`config.mk`:
```
export PLATFORM = sky130hd
export DESIGN_NAME = dtw_local_cost
export DESIGN_NICKNAME = d
export VERILOG_FILES = /design/src/rtl/dtw_pkg.sv /design/src/rtl/dtw_absdiff.sv /design/src/rtl/dtw_local_cost.sv
export SDC_FILE = /design/constraint.sdc
export NUM_CORES = 1
export LEC_CHECK = 0
export ABC_AREA = 1
export BUFFER_PORTS_ARGS = -buffer_cell sky130_fd_sc_hd__buf_4
export CORE_AREA = 2 2 268 270
export CTS_BUF_LIST = sky130_fd_sc_hd__clkbuf_8
export CTS_CLUSTER_DIAMETER = 50
export CTS_CLUSTER_SIZE = 8
export DETAILED_ROUTE_END_ITERATION = 6
export DIE_AREA = 0 0 270 272
export PLACE_DENSITY = 0.55
export SETUP_SLACK_MARGIN = 0.1
export SLEW_MARGIN = 5
export SYNTH_ARGS = -nofsm -noshare
export SYNTH_HDL_FRONTEND = slang
export SYNTH_HIERARCHICAL = 1
export SYNTH_SLANG_ARGS = --single-unit
```
`constraint.sdc`:
```
create_clock -name clock -period 4.3 [get_ports clock]
set_input_delay 0.215 -clock clock [delete_from_list [all_inputs] [get_ports clock]]
set_output_delay 0.215 -clock clock [all_outputs]
set_load 0.05 [all_outputs]
```
`src/rtl/dtw_pkg.sv`:
```
// Shared constants and state encoding for the DTW datapath stages.
// Sample/template width, template capacity and the widened cost width live here.
package dtw_pkg;

    localparam int DW   = 16;
    localparam int TLEN = 32;
    localparam int AW   = 5;
    localparam int CW   = DW + 1;

    typedef enum logic {
        IDLE = 1'b0,
        EMIT = 1'b1
    } state_t;

endpackage

```
`src/rtl/dtw_absdiff.sv`:
```
// Combinational signed |a - b|, widened by one bit so the result never overflows.
module dtw_absdiff
    import dtw_pkg::*;
(
    input  logic signed [DW-1:0] a,
    input  logic signed [DW-1:0] b,
    output logic        [CW-1:0] y
);

    logic [CW-1:0] diff;

    always_comb begin
        diff = {a[DW-1], a} - {b[DW-1], b};
        y    = diff[CW-1] ? (~diff + CW'(1)) : diff;
    end

endmodule

```
`src/rtl/dtw_local_cost.sv`:
```
// Pops one sample per column from a show-ahead FIFO and streams |x - t[j]| for
// j = 0..len-1 against a register-held template over a valid/ready port.
module dtw_local_cost
    import dtw_pkg::*;
(
    input  logic                 clock,
    input  logic                 rst_n,
    input  logic                 enable,
    input  logic                 clear,
    input  logic signed [DW-1:0] fifo_q,
    input  logic                 fifo_empty,
    output logic                 fifo_rdreq,
    input  logic                 tpl_we,
    input  logic [AW-1:0]        tpl_addr,
    input  logic signed [DW-1:0] tpl_data,
    input  logic [AW:0]          tpl_len,
    output logic                 out_valid,
    input  logic                 out_ready,
    output logic [CW-1:0]        out_cost,
    output logic [AW-1:0]        out_j,
    output logic                 out_first,
    output logic                 out_last,
    output logic [15:0]          out_col,
    output logic                 busy
);

    state_t                state_reg;
    logic signed [DW-1:0]  x_reg;
    logic [AW:0]           len_reg;
    logic signed [DW-1:0]  tpl_mem [TLEN];

    logic                  len_ok;
    logic                  start;
    logic [AW-1:0]         next_j;
    logic [AW-1:0]         rd_idx;
    logic signed [DW-1:0]  diff_a;
    logic signed [DW-1:0]  diff_b;
    logic [CW-1:0]         beat_cost;
    logic                  next_last;

    always_ff @(posedge clock or negedge rst_n) begin
        if (!rst_n) begin
            for (int i = 0; i < TLEN; i++) begin
                tpl_mem[i] <= '0;
            end
        end else if (tpl_we) begin
            tpl_mem[tpl_addr] <= tpl_data;
        end
    end

    // Out-of-range lengths park the block in IDLE rather than popping a sample.
    assign len_ok = (tpl_len != '0) && (tpl_len <= (AW+1)'(TLEN));
    assign start  = (state_reg == IDLE) && enable && !fifo_empty && len_ok && !clear;

    // Gated by rst_n so the strobe is already low while reset is held.
    assign fifo_rdreq = start && rst_n;
    assign busy       = (state_reg != IDLE);

    // One subtractor serves both the first beat (fifo head vs t[0]) and later beats.
    assign next_j    = out_j + AW'(1);
    assign rd_idx    = (state_reg == IDLE) ? '0 : next_j;
    assign diff_a    = (state_reg == IDLE) ? fifo_q : x_reg;
    assign diff_b    = tpl_mem[rd_idx];
    assign next_last = ({1'b0, next_j} == (len_reg - (AW+1)'(1)));

    dtw_absdiff u_absdiff (
        .a (diff_a),
        .b (diff_b),
        .y (beat_cost)
    );

    always_ff @(posedge clock or negedge rst_n) begin
        if (!rst_n) begin
            state_reg <= IDLE;
            x_reg     <= '0;
            len_reg   <= '0;
            out_valid <= 1'b0;
            out_cost  <= '0;
            out_j     <= '0;
            out_first <= 1'b0;
            out_last  <= 1'b0;
            out_col   <= '0;
        end else if (clear) begin
            state_reg <= IDLE;
            out_valid <= 1'b0;
            out_first <= 1'b0;
            out_last  <= 1'b0;
            out_col   <= '0;
        end else begin
            case (state_reg)
                IDLE: begin
                    if (start) begin
                        state_reg <= EMIT;
                        x_reg     <= fifo_q;
                        len_reg   <= tpl_len;
                        out_valid <= 1'b1;
                        out_cost  <= beat_cost;
                        out_j     <= '0;
                        out_first <= 1'b1;
                        out_last  <= (tpl_len == (AW+1)'(1));
                    end
                end
                EMIT: begin
                    if (out_ready) begin
                        if (out_last) begin
                            state_reg <= IDLE;
                            out_valid <= 1'b0;
                            out_col   <= out_col + 16'd1;
                        end else begin
                            out_j     <= next_j;
                            out_cost  <= beat_cost;
                            out_first <= 1'b0;
                            out_last  <= next_last;
                        end
                    end
                end
                default: state_reg <= IDLE;
            endcase
        end
    end

endmodule
```
==> qor.csv, run 1 <==
metric,value,unit
drcViolationCount,0,
syn_inst,3547,
p_int,0.0100,W
routed_wl,93400,µm
final.setup_skew,25.8,ps
synth.cell_area,0.0280,mm²
ys.flop_type,dfrtp_1,
top_register,tpl_mem,
final_nets,3741,
ys_async_sr_fraction,1.00,
wire_per_inst,20.1,µm
crit_type,reg2reg,
hp-start,enable,
switchingPower,0.00506,W
die_w,270,µm
maxCapViolations,0,
swShare,0.336,
dpl.hpwl,57900,µm
cp_common_cell,nand2_1,
hold_class,in2reg,
clock_latency,700,ps
yosysUniqueCellTypes,40,
synth_nets,3618,
grt_pass1_wl,141000,µm
cp-end-kind,flip-flop,
yosys_warnings,6,
core-area,0.0708,mm²
r2r-end,out_cost[10],
timing.hold.ws,56.2,ps
slowest_delay,480,ps
cp_slowest_cell,fa_2,
r2r_slack,310,ps
hold_depth,5,
holdPathEnd,out_valid,
max-slew-margin-rel,0.203,
status,"complete, no violations",
required,4870,ps
regToRegStartpoint,out_j[0],
clock_sinks,576,
die_area,0.0734,mm²
fin_crit_sh,0.928,
dr.first_iter.drc_count,2158,
port_buffers,92,
ys_seq_elements,576,
timing.fmax,251,MHz
start_kind,flip-flop,
root_buffer,clkbuf_8,
combPwrFrac,0.250,
largest_register_ffs,512,
antenna_found_initial,1,
p_clk_frac,0.285,
critPathArrivalTime,4560,ps
fin_tns_setup,0,ps
grt_pass1_vias,23799,
reg_top3,"tpl_mem (512), out_cost (17)",
rsz0062_at_grt,yes,
worst_pin_slew,1190,ps
h-tree-depth,3,
p_leak,15.1,nW
critPathMaxFanout,12,
peakVddDrop,266,µV
final_hold_viol_count,0,
path_clk_slew,70,ps
row_count,98,
drt-vias-per-instance,5.31,
total_power,0.0151,W
finalSetupViolCount,0,
grt-ovfl-total,0,
clockBufferDepth,3,
die_y,272,µm
drive_above_1_share,0.123,
gp_congestion,0.848,
final_max_slew_viol_count,0,
io_pins,93,
numCtsBuffers,87,
synth_edf_count,0,
avgSynthCellArea,7.90,µm²
grt_max_degree,124,
firstDrtPassIters,5,
power_density,459,mW/mm²
yosysSeqAreaShare,0.514,
gr-usage-all-layers,0.244,
start_util,0.396,
ant_nets,0,
min_period,3990,ps
cts_tree,built,
seq_power_share,0.466,
vias,24693,
area_growth,17.1,%
reg2reg_depth,28,
## worst max-delay path, delay by kind of cell, from the launching register on
kind	cells	cell delay, ps
and+or+nand+nor	16	1300
DFF	1	440
buffers and inverters	8	1000
adders and majority gates	3	890
AOI/OAI and AO/OA	1	210
## cells in the mapped netlist, drive strengths merged (2+ instances only)
| cell type | count | area (µm²) |
|---|---|---|
| and3 | 2 | 12.5 |
| nand4 | 16 | 100 |
| clkbuf | 167 | 627 |
| o21bai | 2 | 15.0 |
| nor2 | 317 | 1220 |
| dfrtp | 576 | 14400 |
| a21oi | 68 | 340 |
| nor3 | 20 | 125 |
| buf | 82 | 432 |
| o21ai | 769 | 3860 |
| clkinv | 5 | 18.8 |
| xnor2 | 6 | 52.6 |
| inv | 225 | 845 |
| nand2 | 941 | 3580 |
| ha | 20 | 250 |
| nand3 | 169 | 871 |
| o21a | 2 | 15.0 |
| o211ai | 135 | 1010 |
| xor2 | 9 | 78.8 |
| or2 | 9 | 58.8 |
## metal layers
layer / up-vias / routed length (µm) / global-route usage
li1: 11876 / - / -
met1: 11935 / 41400 / 0.326
met2: 750 / 43700 / 0.405
met3: 132 / 5600 / 0.0352
met4: 0 / 2690 / 0.0852
met5: - / 0 / 0
## power by group through the flow
stage | clock network, W | registers [W] | logic [W]
3_5_place_dp | 0 | 0.00707 | 0.00355
2_1_floorplan | 0 | 0.00721 | 0.00222
4_1_cts | 0.00438 | 0.00699 | 0.00358
6_report | 0.00428 | 0.00701 | 0.00376
3_3_place_gp | 0 | 0.00707 | 0.00351
5_1_grt | 0.00462 | 0.00712 | 0.00427
## kinds of logic (layout without fill, tap and decap cells)
kind of cell / after synthesis / in the layout / synth area share
simple gates: 1477 / 1478 / 0.215
compound gates: 978 / 978 / 0.188
flops: 576 / 576 / 0.514
buf+inv: 479 / 627 / 0.0686
fa+ha+maj: 21 / 21 / 0.00965
xor+xnor: 15 / 15 / 0.00469
mux: 1 / 1 / 0.000402
other cells: 0 / 2 / 0
## layout make-up
cell class	count	area, µm²
Clock inverter	19	149
Clock buffer	96	1320
Inverter	230	883
Antenna cell	2	5.00
Tap cell	950	1190
Multi-Input combinational cell	2493	11900
Timing Repair Buffer	282	2910
Sequential cell	576	14400
Fill cell	7039	37900
## placed cells by master (no fill, tap or decap), drive strengths merged
cell type and n:
a211oi 1, a21oi 68, and2 1, and3 2, buf 225, bufinv 2
clkbuf 110, clkinv 10, clkinvlp 4, dfrtp 576, diode 2, dlygate4sd3 43
fa 1, ha 20, inv 233, mux2 1, nand2 942, nand3 169
nand3b 1, nand4 16, nor2 317, nor3 20, nor4 1, o211ai 135
o21a 2, o21ai 769, o21bai 2, o31ai 1, or2 9, xnor2 6
xor2 9
## worst max path at each step
stage | start | to | cells after the start | slack, ps
2_1_floorplan | out_j[1] | out_cost[16] | 24 | 390
3_3_place_gp | out_j[0] | out_cost[16] | 23 | 210
3_5_place_dp | out_j[0] | out_cost[16] | 23 | 180
4_1_cts | out_j[0] | out_cost[16] | 23 | 170
5_1_grt | out_j[1] | out_cost[14] | 27 | 60
6_report | out_j[0] | out_cost[10] | 28 | 310
## timing repair
item / in CTS / in global routing
hold buffers: 43 / 0
setup buffers: 0 / 24
setup endpoints to repair: 0 / 16
hold endpoints to repair: 232 / 0
gates resized for setup: 0 / 77
## metrics by stage
| step | util | setup slack, ps | cell area [µm²] | instances |
|---|---|---|---|---|
| after global routing | 0.464 | 63.8 | 32800 | 4648 |
| final | 0.464 | 308 | 32800 | 4648 |
| after CTS | 0.451 | 166 | 31900 | 4607 |
| after global placement | 0.424 | 214 | 30000 | 4449 |
| after floorplan | - | 394 | 28000 | 3547 |
| after detailed placement | 0.424 | 182 | 30000 | 4449 |
Power figures use the tool's default switching activity.
==> run 2, diff against run 1 <==
--- a/config.mk
+++ b/config.mk
@@ -14,7 +14,7 @@
 export DETAILED_ROUTE_END_ITERATION = 6
 export DIE_AREA = 0 0 270 272
 export PLACE_DENSITY = 0.55
-export SETUP_SLACK_MARGIN = 0.1
+export SETUP_SLACK_MARGIN = 0.5
 export SLEW_MARGIN = 5
 export SYNTH_ARGS = -nofsm -noshare
 export SYNTH_HDL_FRONTEND = slang
==> run 2 against run 1 <==
Compared with the run above:
- clock skew is 5.8 ps higher
- clock power down 4%
- first-iteration DRC count is 9.4% higher
- routed wire length increased by 3.3%
- maximum frequency is 1.6% higher
- largest power group unchanged
- highest routed layer unchanged
==> qor.csv, run 2 (synthesis gave the netlist of run 1 again) <==
metric,value,unit
timing.fmax,255,MHz
port_buffers,92,
vias,25031,
power_density,450,mW/mm²
seq_area,0.0144,mm²
place_worst_setup_slack,149,ps
combPwrFrac,0.277,
antenna_found_initial,1,
wire_per_inst,20.6,µm
firstDrtPassIters,6,
timing.hold.ws,78.6,ps
p_leak,15.5,nW
fin_crit_sh,0.913,
required,4920,ps
final_cell_mix,"850 x nand2_1, 734 x o21ai_0, 574 x dfrtp_1",
hp-start,tpl_addr[3],
root_buffer,clkbuf_8,
cp-end-kind,flip-flop,
clock_sinks,576,
path_delay_family,simple AND/OR/NAND/NOR gates,
worst_pin_slew,1230,ps
path_buf_inv,7,
crit_type,reg2reg,
fillers,6885,
start_util,0.396,
final_nets,3787,
area_growth,21.6,%
switchingPower,0.00526,W
dr.first_iter.drc_count,2360,
wl_met2,44400,µm
largest_register_ffs,512,
cp_slowest_cell,fa_2,
timing.final.ws_setup,373,ps
grt_pass1_vias,24204,
hold_class,in2reg,
fin_tns_setup,0,ps
min_period,3930,ps
row_count,98,
gp_congestion,0.879,
swShare,0.343,
gr-usage-all-layers,0.256,
regToRegStartpoint,out_j[0],
final.setup_skew,31.6,ps
dpl.hpwl,57100,µm
multi_input_area,0.0127,mm²
cp_common_cell,nand2_2,
routed.top_layer,met4,
grt-ovfl-total,0,
path_clk_slew,60,ps
status,"complete, no violations",
io_pins,93,
final_hold_viol_count,0,
wirelength_met1,42700,µm
drive_above_1_share,0.168,
slowest_delay,650,ps
final_common_cell,nand2_1,
maxCapViolations,0,
max-slew-margin-rel,0.178,
core-area,0.0708,mm²
seq_power_share,0.456,
drcViolationCount,0,
finalSetupViolCount,0,
numCtsBuffers,85,
routed_wl,96400,µm
clock_latency,680,ps
top_register,tpl_mem,
clockBufferDepth,3,
peakVddDrop,194,µV
p_clk_frac,0.267,
h-tree-depth,3,
reg_top3,"tpl_mem (512), out_cost (17)",
critPathMaxFanout,6,
grt_max_degree,118,
die_area,0.0734,mm²
grt_pass1_wl,146000,µm
dr_wl_met3,6750,µm
critPathArrivalTime,4550,ps
rsz0062_at_grt,yes,
drt-vias-per-instance,5.34,
cts_tree,built,
ant_nets,0,
start_kind,flip-flop,
cp-startpoint,out_j[0],
die_w,270,µm
die_y,272,µm
p_int,0.0101,W
final_max_slew_viol_count,0,
[run 2: final timing paths]
check | cells after the start | to | slack (ps)
min in group asynchronous | 2 | tpl_mem[168] | 170
hold reg to reg | 2 | out_cost[15] | 470
setup / recovery | 28 | out_cost[10] | 370
hold / removal | 6 | tpl_mem[164] | 80
setup reg to reg | 28 | out_cost[10] | 370
max in group asynchronous | 3 | tpl_mem[461] | 2830
[run 2: cell type report]
class	instances	share of cell area
flip-flops and latches	576	0.423
multi-input cells	2494	0.371
repair buffers	329	0.104
clock buffers	93	0.0376
well taps	950	0.0349
inverters	230	0.0261
clock inverters	12	0.00290
diodes	1	0.0000734
[run 2: timing repair]
| item | CTS | global route |
|---|---|---|
| endpoints found under the hold margin | 199 | 0 |
| hold buffers | 45 | 0 |
| endpoints found under the setup margin | 16 | 16 |
| setup buffers | 31 | 38 |
| gates cloned | 16 | 8 |
| resized for setup | 115 | 173 |
| pin swaps | 60 | 104 |
[run 2: worst register-to-register path, delay by kind of cell (launching register included)]
family / cells / cell delay, ps
XOR/XNOR: 1 / 110
adder cells (fa/ha/maj): 4 / 1150
AND/OR/NAND/NOR: 16 / 1400
buffers and inverters: 7 / 800
flip-flops: 1 / 430
[run 2: stage by stage]
stage / instances / area (µm²) / power [W] / util
floorplan: 3547 / 28000 / 0.00944 / -
global placement: 4441 / 29900 / 0.0106 / 0.423
detailed placement: 4441 / 29900 / 0.0107 / 0.423
CTS: 4638 / 32900 / 0.0151 / 0.465
global route: 4685 / 34100 / 0.0163 / 0.482
finish: 4685 / 34100 / 0.0153 / 0.482
[run 2: metal layers]
metal / vias to the layer above / global-route usage
li1: 11985 / -
met1: 12101 / 0.353
met2: 791 / 0.415
met3: 154 / 0.0431
met4: 0 / 0.0759
met5: - / 0
[run 2: power by group through the flow]
stage	sequential (W)	clock (W)	combinational, W
final	0.00700	0.00409	0.00425
after global routing	0.00712	0.00442	0.00474
after CTS	0.00698	0.00420	0.00390
after detailed placement	0.00707	0	0.00358
after global placement	0.00705	0	0.00355
after floorplan	0.00721	0	0.00222
